File: config.mk
export PLATFORM = sky130hd
export DESIGN_NAME = lsu_ctrl
export DESIGN_NICKNAME = d
export VERILOG_FILES = /design/src/rtl/core_pkg.sv /design/src/rtl/lsu_align.sv /design/src/rtl/lsu_ctrl.sv
export SDC_FILE = /design/constraint.sdc
export NUM_CORES = 1
export LEC_CHECK = 0
export ABC_CLOCK_PERIOD_IN_PS = 2700
export CAP_MARGIN = 20
export CORE_MARGIN = 5
export CORE_UTILIZATION = 24
export DETAILED_ROUTE_END_ITERATION = 7
export GPL_TIMING_DRIVEN = 0
export HOLD_SLACK_MARGIN = 0.06
export PLACE_DENSITY_LB_ADDON = 0.15
export SYNTH_ARGS = -nofsm -noshare
export SYNTH_HDL_FRONTEND = slang
export SYNTH_HIERARCHICAL = 1
export SYNTH_SLANG_ARGS = --single-unit
File: constraint.sdc
create_clock -name clk -period 2.7 [get_ports clk]
set_clock_uncertainty 0.2 [all_clocks]
set_input_delay 0.27 -clock clk [delete_from_list [all_inputs] [get_ports clk]]
set_output_delay 0.27 -clock clk [all_outputs]
set_load 0.005 [all_outputs]
File: src/rtl/core_pkg.sv
// rtl/core_pkg.sv - shared core constants, load/store unit state and size helpers
package core_pkg;

    localparam logic [2:0] F3_BYTE       = 3'b000;
    localparam logic [2:0] F3_HALFWORD   = 3'b001;
    localparam logic [2:0] F3_WORD       = 3'b010;
    localparam logic [2:0] F3_BYTE_U     = 3'b100;
    localparam logic [2:0] F3_HALFWORD_U = 3'b101;

    typedef enum logic [2:0] {
        LSU_IDLE  = 3'd0,
        LSU_REQ0  = 3'd1,
        LSU_WAIT0 = 3'd2,
        LSU_REQ1  = 3'd3,
        LSU_WAIT1 = 3'd4,
        LSU_RESP  = 3'd5
    } lsu_state_e;

    localparam logic [1:0] LSU_SIZE_B = 2'd0;
    localparam logic [1:0] LSU_SIZE_H = 2'd1;
    localparam logic [1:0] LSU_SIZE_W = 2'd2;

    function automatic logic f3_legal(input logic [2:0] f3);
        case (f3)
            F3_BYTE, F3_HALFWORD, F3_WORD, F3_BYTE_U, F3_HALFWORD_U: f3_legal = 1'b1;
            default:                                                 f3_legal = 1'b0;
        endcase
    endfunction

    function automatic logic [1:0] f3_size(input logic [2:0] f3);
        case (f3)
            F3_BYTE, F3_BYTE_U:         f3_size = LSU_SIZE_B;
            F3_HALFWORD, F3_HALFWORD_U: f3_size = LSU_SIZE_H;
            default:                    f3_size = LSU_SIZE_W;
        endcase
    endfunction

endpackage

File: src/rtl/lsu_align.sv
// rtl/lsu_align.sv - byte-lane alignment of store data and extraction/extension of load data
module lsu_align
    import core_pkg::*;
(
    input  logic [1:0]  off,
    input  logic [1:0]  size,
    input  logic        uns,
    input  logic [31:0] wdata,
    input  logic [31:0] rdata0,
    input  logic [31:0] rdata1,
    output logic [3:0]  be0,
    output logic [3:0]  be1,
    output logic        split,
    output logic [31:0] wd0,
    output logic [31:0] wd1,
    output logic [31:0] rdata
);

    logic [3:0]  mask;
    logic [7:0]  m8;
    logic [5:0]  sh;
    logic [63:0] w64;
    logic [63:0] r64;
    logic [31:0] r;

    always_comb begin
        case (size)
            LSU_SIZE_B: mask = 4'b0001;
            LSU_SIZE_H: mask = 4'b0011;
            default:    mask = 4'b1111;
        endcase
    end

    // Treat the two beats as one 64-bit window so a straddling access is a plain shift.
    assign sh    = {off, 3'b000};
    assign m8    = {4'b0000, mask} << off;
    assign be0   = m8[3:0];
    assign be1   = m8[7:4];
    assign split = |m8[7:4];

    assign w64 = {32'b0, wdata} << sh;
    assign wd0 = w64[31:0];
    assign wd1 = w64[63:32];

    assign r64 = {rdata1, rdata0} >> sh;
    assign r   = r64[31:0];

    always_comb begin
        case (size)
            LSU_SIZE_B: rdata = uns ? {24'b0, r[7:0]}  : {{24{r[7]}}, r[7:0]};
            LSU_SIZE_H: rdata = uns ? {16'b0, r[15:0]} : {{16{r[15]}}, r[15:0]};
            default:    rdata = r;
        endcase
    end

endmodule

File: src/rtl/lsu_ctrl.sv
// rtl/lsu_ctrl.sv - load/store sequencer: request latch, one- or two-beat bus FSM, response
module lsu_ctrl
    import core_pkg::*;
(
    input  logic        clk,
    input  logic        rst_n,
    input  logic        req_valid,
    output logic        req_ready,
    input  logic        req_we,
    input  logic [2:0]  req_f3,
    input  logic [31:0] req_addr,
    input  logic [31:0] req_wdata,
    output logic        rsp_valid,
    output logic [31:0] rsp_rdata,
    output logic        rsp_err,
    output logic        mem_req,
    input  logic        mem_gnt,
    output logic [31:0] mem_addr,
    output logic        mem_we,
    output logic [3:0]  mem_be,
    output logic [31:0] mem_wdata,
    input  logic        mem_rvalid,
    input  logic [31:0] mem_rdata,
    input  logic        mem_err
);

    lsu_state_e  state;
    lsu_state_e  state_nxt;

    logic        we_q;
    logic [2:0]  f3_q;
    logic [31:0] addr_q;
    logic [31:0] wdata_q;
    logic        err_q;
    logic [31:0] rdata0_q;
    logic [31:0] rdata1_q;

    logic [31:0] word_addr;
    logic [3:0]  be0;
    logic [3:0]  be1;
    logic        split;
    logic [31:0] wd0;
    logic [31:0] wd1;
    logic [31:0] ld_data;

    assign word_addr = {addr_q[31:2], 2'b00};

    lsu_align u_align (
        .off    (addr_q[1:0]),
        .size   (f3_size(f3_q)),
        .uns    (f3_q[2]),
        .wdata  (wdata_q),
        .rdata0 (rdata0_q),
        .rdata1 (rdata1_q),
        .be0    (be0),
        .be1    (be1),
        .split  (split),
        .wd0    (wd0),
        .wd1    (wd1),
        .rdata  (ld_data)
    );

    always_ff @(posedge clk) begin
        if (!rst_n) begin
            state <= LSU_IDLE;
        end else begin
            state <= state_nxt;
        end
    end

    always_comb begin
        state_nxt = state;
        case (state)
            LSU_IDLE: begin
                if (req_valid) begin
                    state_nxt = f3_legal(req_f3) ? LSU_REQ0 : LSU_RESP;
                end
            end
            LSU_REQ0: begin
                if (mem_gnt) begin
                    state_nxt = LSU_WAIT0;
                end
            end
            LSU_WAIT0: begin
                if (mem_rvalid) begin
                    if (mem_err) begin
                        state_nxt = LSU_RESP;
                    end else if (split) begin
                        state_nxt = LSU_REQ1;
                    end else begin
                        state_nxt = LSU_RESP;
                    end
                end
            end
            LSU_REQ1: begin
                if (mem_gnt) begin
                    state_nxt = LSU_WAIT1;
                end
            end
            LSU_WAIT1: begin
                if (mem_rvalid) begin
                    state_nxt = LSU_RESP;
                end
            end
            LSU_RESP: state_nxt = LSU_IDLE;
            default:  state_nxt = LSU_IDLE;
        endcase
    end

    // Request fields are captured once in IDLE and held for both beats and the response.
    always_ff @(posedge clk) begin
        if (!rst_n) begin
            we_q     <= 1'b0;
            f3_q     <= 3'b000;
            addr_q   <= 32'b0;
            wdata_q  <= 32'b0;
            err_q    <= 1'b0;
            rdata0_q <= 32'b0;
            rdata1_q <= 32'b0;
        end else begin
            case (state)
                LSU_IDLE: begin
                    if (req_valid) begin
                        we_q     <= req_we;
                        f3_q     <= req_f3;
                        addr_q   <= req_addr;
                        wdata_q  <= req_wdata;
                        err_q    <= ~f3_legal(req_f3);
                        rdata0_q <= 32'b0;
                        rdata1_q <= 32'b0;
                    end
                end
                LSU_WAIT0: begin
                    if (mem_rvalid) begin
                        rdata0_q <= mem_rdata;
                        err_q    <= mem_err;
                    end
                end
                LSU_WAIT1: begin
                    if (mem_rvalid) begin
                        rdata1_q <= mem_rdata;
                        err_q    <= err_q | mem_err;
                    end
                end
                default: ;
            endcase
        end
    end

    always_comb begin
        req_ready = 1'b0;
        rsp_valid = 1'b0;
        rsp_rdata = 32'b0;
        rsp_err   = 1'b0;
        mem_req   = 1'b0;
        mem_addr  = 32'b0;
        mem_we    = 1'b0;
        mem_be    = 4'b0000;
        mem_wdata = 32'b0;
        case (state)
            LSU_IDLE: req_ready = 1'b1;
            LSU_REQ0: begin
                mem_req   = 1'b1;
                mem_addr  = word_addr;
                mem_we    = we_q;
                mem_be    = be0;
                mem_wdata = wd0;
            end
            LSU_REQ1: begin
                mem_req   = 1'b1;
                mem_addr  = word_addr + 32'd4;
                mem_we    = we_q;
                mem_be    = be1;
                mem_wdata = wd1;
            end
            LSU_RESP: begin
                rsp_valid = 1'b1;
                rsp_err   = err_q;
                rsp_rdata = (we_q || err_q) ? 32'b0 : ld_data;
            end
            default: ;
        endcase
    end

endmodule

==> impl_metrics.tcl, run 1 <==
set metrics [dict create \
    seqCellArea_sq_um 2630 \
    cts_hold_buf 0 \
    outcome "finished with violations" \
    fp.dieW_um 198 \
    slew_violations 0 \
    p_per_area_nw_per_um2 464 \
    drc 0 \
    dp_hpwl_mm 28.3 \
    routed_wl_mm 39.3 \
    fin_crit_ns 2.95 \
    cp-startpoint "f3_q[0]$_SDFFE_PN0P_" \
    drive_above_1_share_pct 31.5 \
    grt_pass1_vias 9396 \
    path_max_fanout 5 \
    synth_area_sq_um 8510 \
    highest_layer "met4" \
    vias 9320 \
    cts_buffer_depth 2 \
    placed_cells 1788 \
    endpoint_kind "output port" \
    io_buffer_count 206 \
    start_util_pct 24.1 \
    fillerInstances 3636 \
    setup_viol 27 \
    grt_pass1_wl_mm 58.1 \
    die-height_um 198 \
    cts_tree "yes" \
    tightest_slew_ns 0.741 \
    grt_use_total_pct 19.5 \
    arrival_ns 2.48 \
    finalHoldViolCount 0 \
    grt_start_max_net_pins 17 \
    fmax_mhz 339 \
    insertion_delay_ns 0.44 \
    wl_met2_mm 18.3 \
    antenna_found_initial 1 \
    syn-instance-count 1112 \
    final.setup.worst_slack_ns -0.248 \
    violations "negative setup slack" \
    ir_drop_uv 475 \
    criticalPathCategory "register to output port" \
    gp_congestion 0.898 \
    worstPathRequired_ns 2.23 \
    synth_warnings 6 \
    layout.cells.non_filler 1918 \
    via_per_inst 4.86 \
    worstSetupStartpointType "register" \
    finalCritPeriodShare_pct 109 \
    cts_max_level 4 \
    reg2reg_from "state[1]$_SDFFE_PN0P_" \
    grt_setup_unrepaired "true" \
    hp-start "mem_rvalid" \
    maxCapViolations 0 \
    whs_ns 0.0867 \
    cts_sinks 128 \
    r2r_slack_ns 0.21 \
    pin_count 211 \
    p_total_mw 6.34 \
    timing.setup.tns_ns -3.72 \
    dieArea_sq_um 39300 \
    dr.pass1.iters 5 \
    detail-route-antenna-nets 0 \
    slew_headroom_pct 50.6 \
    area_delta_synth_final_pct 60.9 \
    power.static_leakage_nw 5.25 \
    reg2reg_to "addr_q[30]$_SDFFE_PN0P_" \
    syn_avg_cell_area_sq_um 7.65 \
    wl_per_cell_um 20.5 \
    rows 69 \
    dr.first_iter.drc_count 602 \
    final_nets 1550 \
    grt_overflow 0 \
    hold_path_class "primary input to register" \
    wl_met3_mm 2.22 \
    coreArea_sq_um 35300 \
    cts-buffers-inserted 17 \
    cts-root-buf "clkbuf_16" \
    clk_pin_slew_worst_paths_ns 0.07 \
    worst_setup_path_endpoint "rsp_rdata[24]" \
    wl_met1_mm 17.8 \
    r2r_cells 8 \
    multi_input_area_sq_um 6220 \
]
## how the worst min path moves through the flow
stage | end | slack (ns) | cells after the start
after floorplan | f3_q[0]$_SDFFE_PN0P_ | 0.20 | 2
after global placement | rdata0_q[6]$_SDFFE_PN0P_ | 0.25 | 2
final | rdata1_q[0]$_SDFFE_PN0P_ | 0.09 | 3
after CTS | rdata1_q[0]$_SDFFE_PN0P_ | 0.07 | 3
after global routing | rdata1_q[0]$_SDFFE_PN0P_ | 0.11 | 3
after detailed placement | f3_q[0]$_SDFFE_PN0P_ | 0.25 | 2
## through the flow
step	worst slack (ns)	util, %	cell area (sq um)
2_1_floorplan	0.502	-	8540
3_3_place_gp	-0.654	31.7	11200
3_5_place_dp	-0.650	31.7	11200
4_1_cts	-0.242	37.0	13100
5_1_grt	-0.310	38.8	13700
6_report	-0.248	38.8	13700
## layout by cell type, fill, tap and decap left out, drive strengths merged, types with 5 or more instances in the layout
cell	count
nor2b	6
a21boi	124
nand3	41
and3	12
o211ai	7
buf	180
dfxtp	128
a21oi	25
o21ai	33
mux2	9
clkdlybuf4s15	10
inv	15
nand2	261
clkdlybuf4s50	115
nand4	34
nor3	6
conb	11
o31ai	12
and4	6
xnor2	6
and2	48
clkbuf	110
nor2	80
mux4	19
xor2	6
mux2i	85
dlymetal6s2s	5
or4	11
dlygate4sd2	15
## layer usage
layer	GRT usage, %	up-vias
met5	0	-
met4	6.68	0
met3	3.56	56
met2	31.5	322
met1	26.3	4443
li1	-	4499
## worst max-delay path: stages, from the launching register on
cell	delay, ns
dfxtp_2	0.32
nor2b_4	0.12
buf_6	0.12
mux2i_1	0.11
mux2_4	0.27
a2111o_1	0.49
buf_6	0.18
buf_6	0.13
nand2_2	0.06
and2_4	0.15
buf_6	0.09
## layout make-up
type,instances,share of cell area [%]
timing repair buffer,304,20.3
sequential,128,19.2
clock inverter,15,1.42
inverter,7,0.219
antenna,1,0.0183
clock buffer,17,3.11
multi-input combinational,871,45.4
buffer,114,6.09
tap,461,4.21
## power breakdown
group	leakage (nW)	switching [mW]	internal (mW)
Sequential	1.06	0.137	2.00
Clock	0.300	1.03	1.48
Combinational	3.89	0.921	0.779
## flip-flops by register name, summed over array words and instances (netlist names)
signal    cells
f3_q          3
addr_q       32
err_q         1
rdata1_q     24
we_q          1
rdata0_q     32
state         3
wdata_q      32
## repair_timing
action	CTS	global route
resized for setup	446	208
pin swaps	41	51
buffers inserted	65	27
gates cloned	6	2
endpoints found under the setup margin	99	70
Note: power is estimated with default switching activity, not from simulation.
==> run 2, diff against run 1 <==
--- a/config.mk
+++ b/config.mk
@@ -9,6 +9,7 @@
 export CAP_MARGIN = 20
 export CORE_MARGIN = 5
 export CORE_UTILIZATION = 24
+export CTS_CLUSTER_SIZE = 10
 export DETAILED_ROUTE_END_ITERATION = 7
 export GPL_TIMING_DRIVEN = 0
 export HOLD_SLACK_MARGIN = 0.06
==> results of run 2 <==
No change in the layout: final DEF, timing and power equal those of run 1.
==> run 3, diff against run 2 <==
--- a/config.mk
+++ b/config.mk
@@ -5,10 +5,11 @@
 export SDC_FILE = /design/constraint.sdc
 export NUM_CORES = 1
 export LEC_CHECK = 0
-export ABC_CLOCK_PERIOD_IN_PS = 2700
+export ABC_CLOCK_PERIOD_IN_PS = 2400
 export CAP_MARGIN = 20
 export CORE_MARGIN = 5
 export CORE_UTILIZATION = 24
+export CTS_BUF_LIST = sky130_fd_sc_hd__clkbuf_8
 export CTS_CLUSTER_SIZE = 10
 export DETAILED_ROUTE_END_ITERATION = 7
 export GPL_TIMING_DRIVEN = 0
==> constraint.sdc (replaced) <==
create_clock -name clk -period 2.4 [get_ports clk]
set_clock_uncertainty 0.2 [all_clocks]
set_input_delay 0.24 -clock clk [delete_from_list [all_inputs] [get_ports clk]]
set_output_delay 0.24 -clock clk [all_outputs]
set_load 0.005 [all_outputs]
==> run 3 against run 2 <==
- the flow still finishes with violations (negative setup slack)
- design area up 6.3%
- worst hold slack improved by 0.021 ns
- sequential share of layout area fell by 1.1 points
- flip-flop and latch count is the same
- count of clock-buffer cells in the layout is the same
- global-route usage grew 0.56 points
- sequential power up 12%
- clock power decreased by 15%
- die area stayed put
- non-clock buffer count up 86
- critical path depth shrank 1
- critical path type unchanged
- largest power group is now sequential cells
==> impl_metrics.tcl, run 3 (same netlist as run 1, synthesis figures left out) <==
set metrics [dict create \
    finalCritPeriodShare_pct 123 \
    cts_tree "yes" \
    drive_above_1_share_pct 40.2 \
    hold_path_class "primary input to register" \
    rows 69 \
    start_util_pct 24.1 \
    fmax_mhz 339 \
    slew_headroom_pct 49.3 \
    pin_count 211 \
    grt_overflow 0 \
    cts-buffers-inserted 17 \
    drc 0 \
    whs_ns 0.108 \
    slew_violations 0 \
    p_clk_share_pct 31.9 \
    grt_setup_unrepaired "true" \
    fin_crit_ns 2.95 \
    p_seq_share_pct 35.8 \
    final_common_cell "nand2_1" \
    finalHoldViolCount 0 \
    fp.dieW_um 198 \
    cts_buffer_depth 2 \
    cts_sinks 128 \
    worstSetupStartpointType "register" \
    dr.pass1.iters 7 \
    dp_hpwl_mm 28.3 \
    area_delta_synth_final_pct 71.1 \
    placed_cell_area_sq_um 11200 \
    detail-route-antenna-nets 0 \
    vias 9809 \
    criticalPathCategory "register to output port" \
    endpoint_kind "output port" \
    wl_per_cell_um 20.5 \
    routed_wl_mm 41.0 \
    reg_top3 "addr_q (32), rdata0_q (32), wdata_q (32)" \
    io_buffer_count 206 \
    final_cell_area_sq_um 14600 \
    coreArea_sq_um 35300 \
    path_max_fanout 5 \
    max_stage_delay_ns 0.50 \
    worstPathRequired_ns 1.96 \
    dieArea_sq_um 39300 \
    arrival_ns 2.51 \
    maxCapViolations 0 \
    insertion_delay_ns 0.48 \
    antenna_found_initial 1 \
    intPower_mw 4.34 \
    via_per_inst 4.90 \
    grt_pass1_vias 9923 \
    crit_chain "nor2b_4, mux2i_1, mux2_4, a2111o_1, buf_6, buf_6, nand2_2, and2_4, buf_6" \
    final_nets 1635 \
    ir_drop_uv 341 \
    dr.first_iter.drc_count 508 \
    placed_cells 1788 \
    cp_common_cell "buf_6" \
    die-height_um 198 \
    cts-root-buf "clkbuf_8" \
    tightest_slew_ns 0.760 \
    final_cell_mix "241 x nand2_1, 118 x a21boi_0, 114 x buf_6" \
    gp_congestion 0.898 \
    cts_max_level 4 \
    p_per_area_nw_per_um2 459 \
    switching_power_mw 2.34 \
    layout.cells.non_filler 2003 \
    outcome "finished with violations" \
    violations "negative setup slack" \
    combPwrFrac_pct 32.3 \
    final.setup.worst_slack_ns -0.552 \
    setup_viol 89 \
    clk_pin_slew_worst_paths_ns 0.10 \
    cpMaxStageDelayCell "a2111o_1" \
    timing.setup.tns_ns -25.34 \
    grt_pass1_wl_mm 60.3 \
    grt_start_max_net_pins 17 \
    power.static_leakage_nw 5.70 \
    grt_use_total_pct 20.1 \
    swShare_pct 35.0 \
]
-- run 3: cell types whose count changed in the layout (fill, tap and decap cells not counted), sizes merged --
cell / previous run / this run
buf: 180 / 322
clkbuf: 110 / 87
clkdlybuf4s15: 10 / 0
clkdlybuf4s50: 115 / 106
dlygate4sd2: 15 / 2
dlygate4sd3: 0 / 1
dlymetal6s2s: 5 / 3
nor2: 80 / 79
-- run 3: through the flow --
stage	setup WS, ns	utilization (%)	power, mW
after global placement	-0.924	31.7	3.90
after floorplan	0.232	-	3.20
after CTS	-0.563	38.9	6.52
after detailed placement	-0.920	31.7	3.91
final	-0.552	41.2	6.68
after global routing	-0.626	41.2	6.97
-- run 3: power by group through the flow --
stage	logic (mW)	registers (mW)	clock network, mW
after floorplan	0.831	2.36	0
after global placement	1.49	2.41	0
after detailed placement	1.49	2.42	0
after CTS	1.96	2.38	2.18
after global routing	2.31	2.41	2.26
final	2.16	2.39	2.13
-- run 3: routing by layer --
layer | up-vias | track usage, % | share of wire [%]
li1 | 4680 | - | -
met1 | 4695 | 26.5 | 44
met2 | 369 | 33.3 | 48
met3 | 65 | 3.59 | 6.1
met4 | 0 | 6.35 | 2.6
met5 | - | 0 | 0
-- run 3: worst max-delay path: cells and delay by family, from the launching register on --
kind                   cells  cell delay [ns]
multiplexers               2             0.37
AND/OR/NAND/NOR            3             0.43
buffers and inverters      3             0.40
AO/OA/AOI/OAI              1             0.50
flip-flops                 1             0.34
-- run 3: cell type report --
type	instances	area [sq um]
Inverter	7	30.0
Multi-Input combinational cell	870	6480
Tap cell	461	577
Antenna cell	1	2.50
Clock buffer	17	234
Clock inverter	15	194
Fill cell	3571	20800
Timing Repair Buffer	395	3580
Buffer	109	822
Sequential cell	128	2630
-- run 3: path summary, 6_finish.rpt --
path | startpoint | slack, ns | cells past startpoint | to
max reg2reg | f3_q[0]$_SDFFE_PN0P_ | -0.09 | 13 | state[1]$_SDFFE_PN0P_
min | req_addr[9] | 0.11 | 3 | addr_q[9]$_SDFFE_PN0P_
min reg2reg | f3_q[0]$_SDFFE_PN0P_ | 0.26 | 2 | f3_q[0]$_SDFFE_PN0P_
max | f3_q[0]$_SDFFE_PN0P_ | -0.55 | 9 | rsp_rdata[24]
-- run 3: what timing repair did --
item,in CTS,in global routing
endpoints found under the setup margin,125,135
pin swaps,102,105
hold buffers,1,0
resized for setup,756,192
buffers inserted,130,68
endpoints found under the hold margin,2,0
cloned,7,0
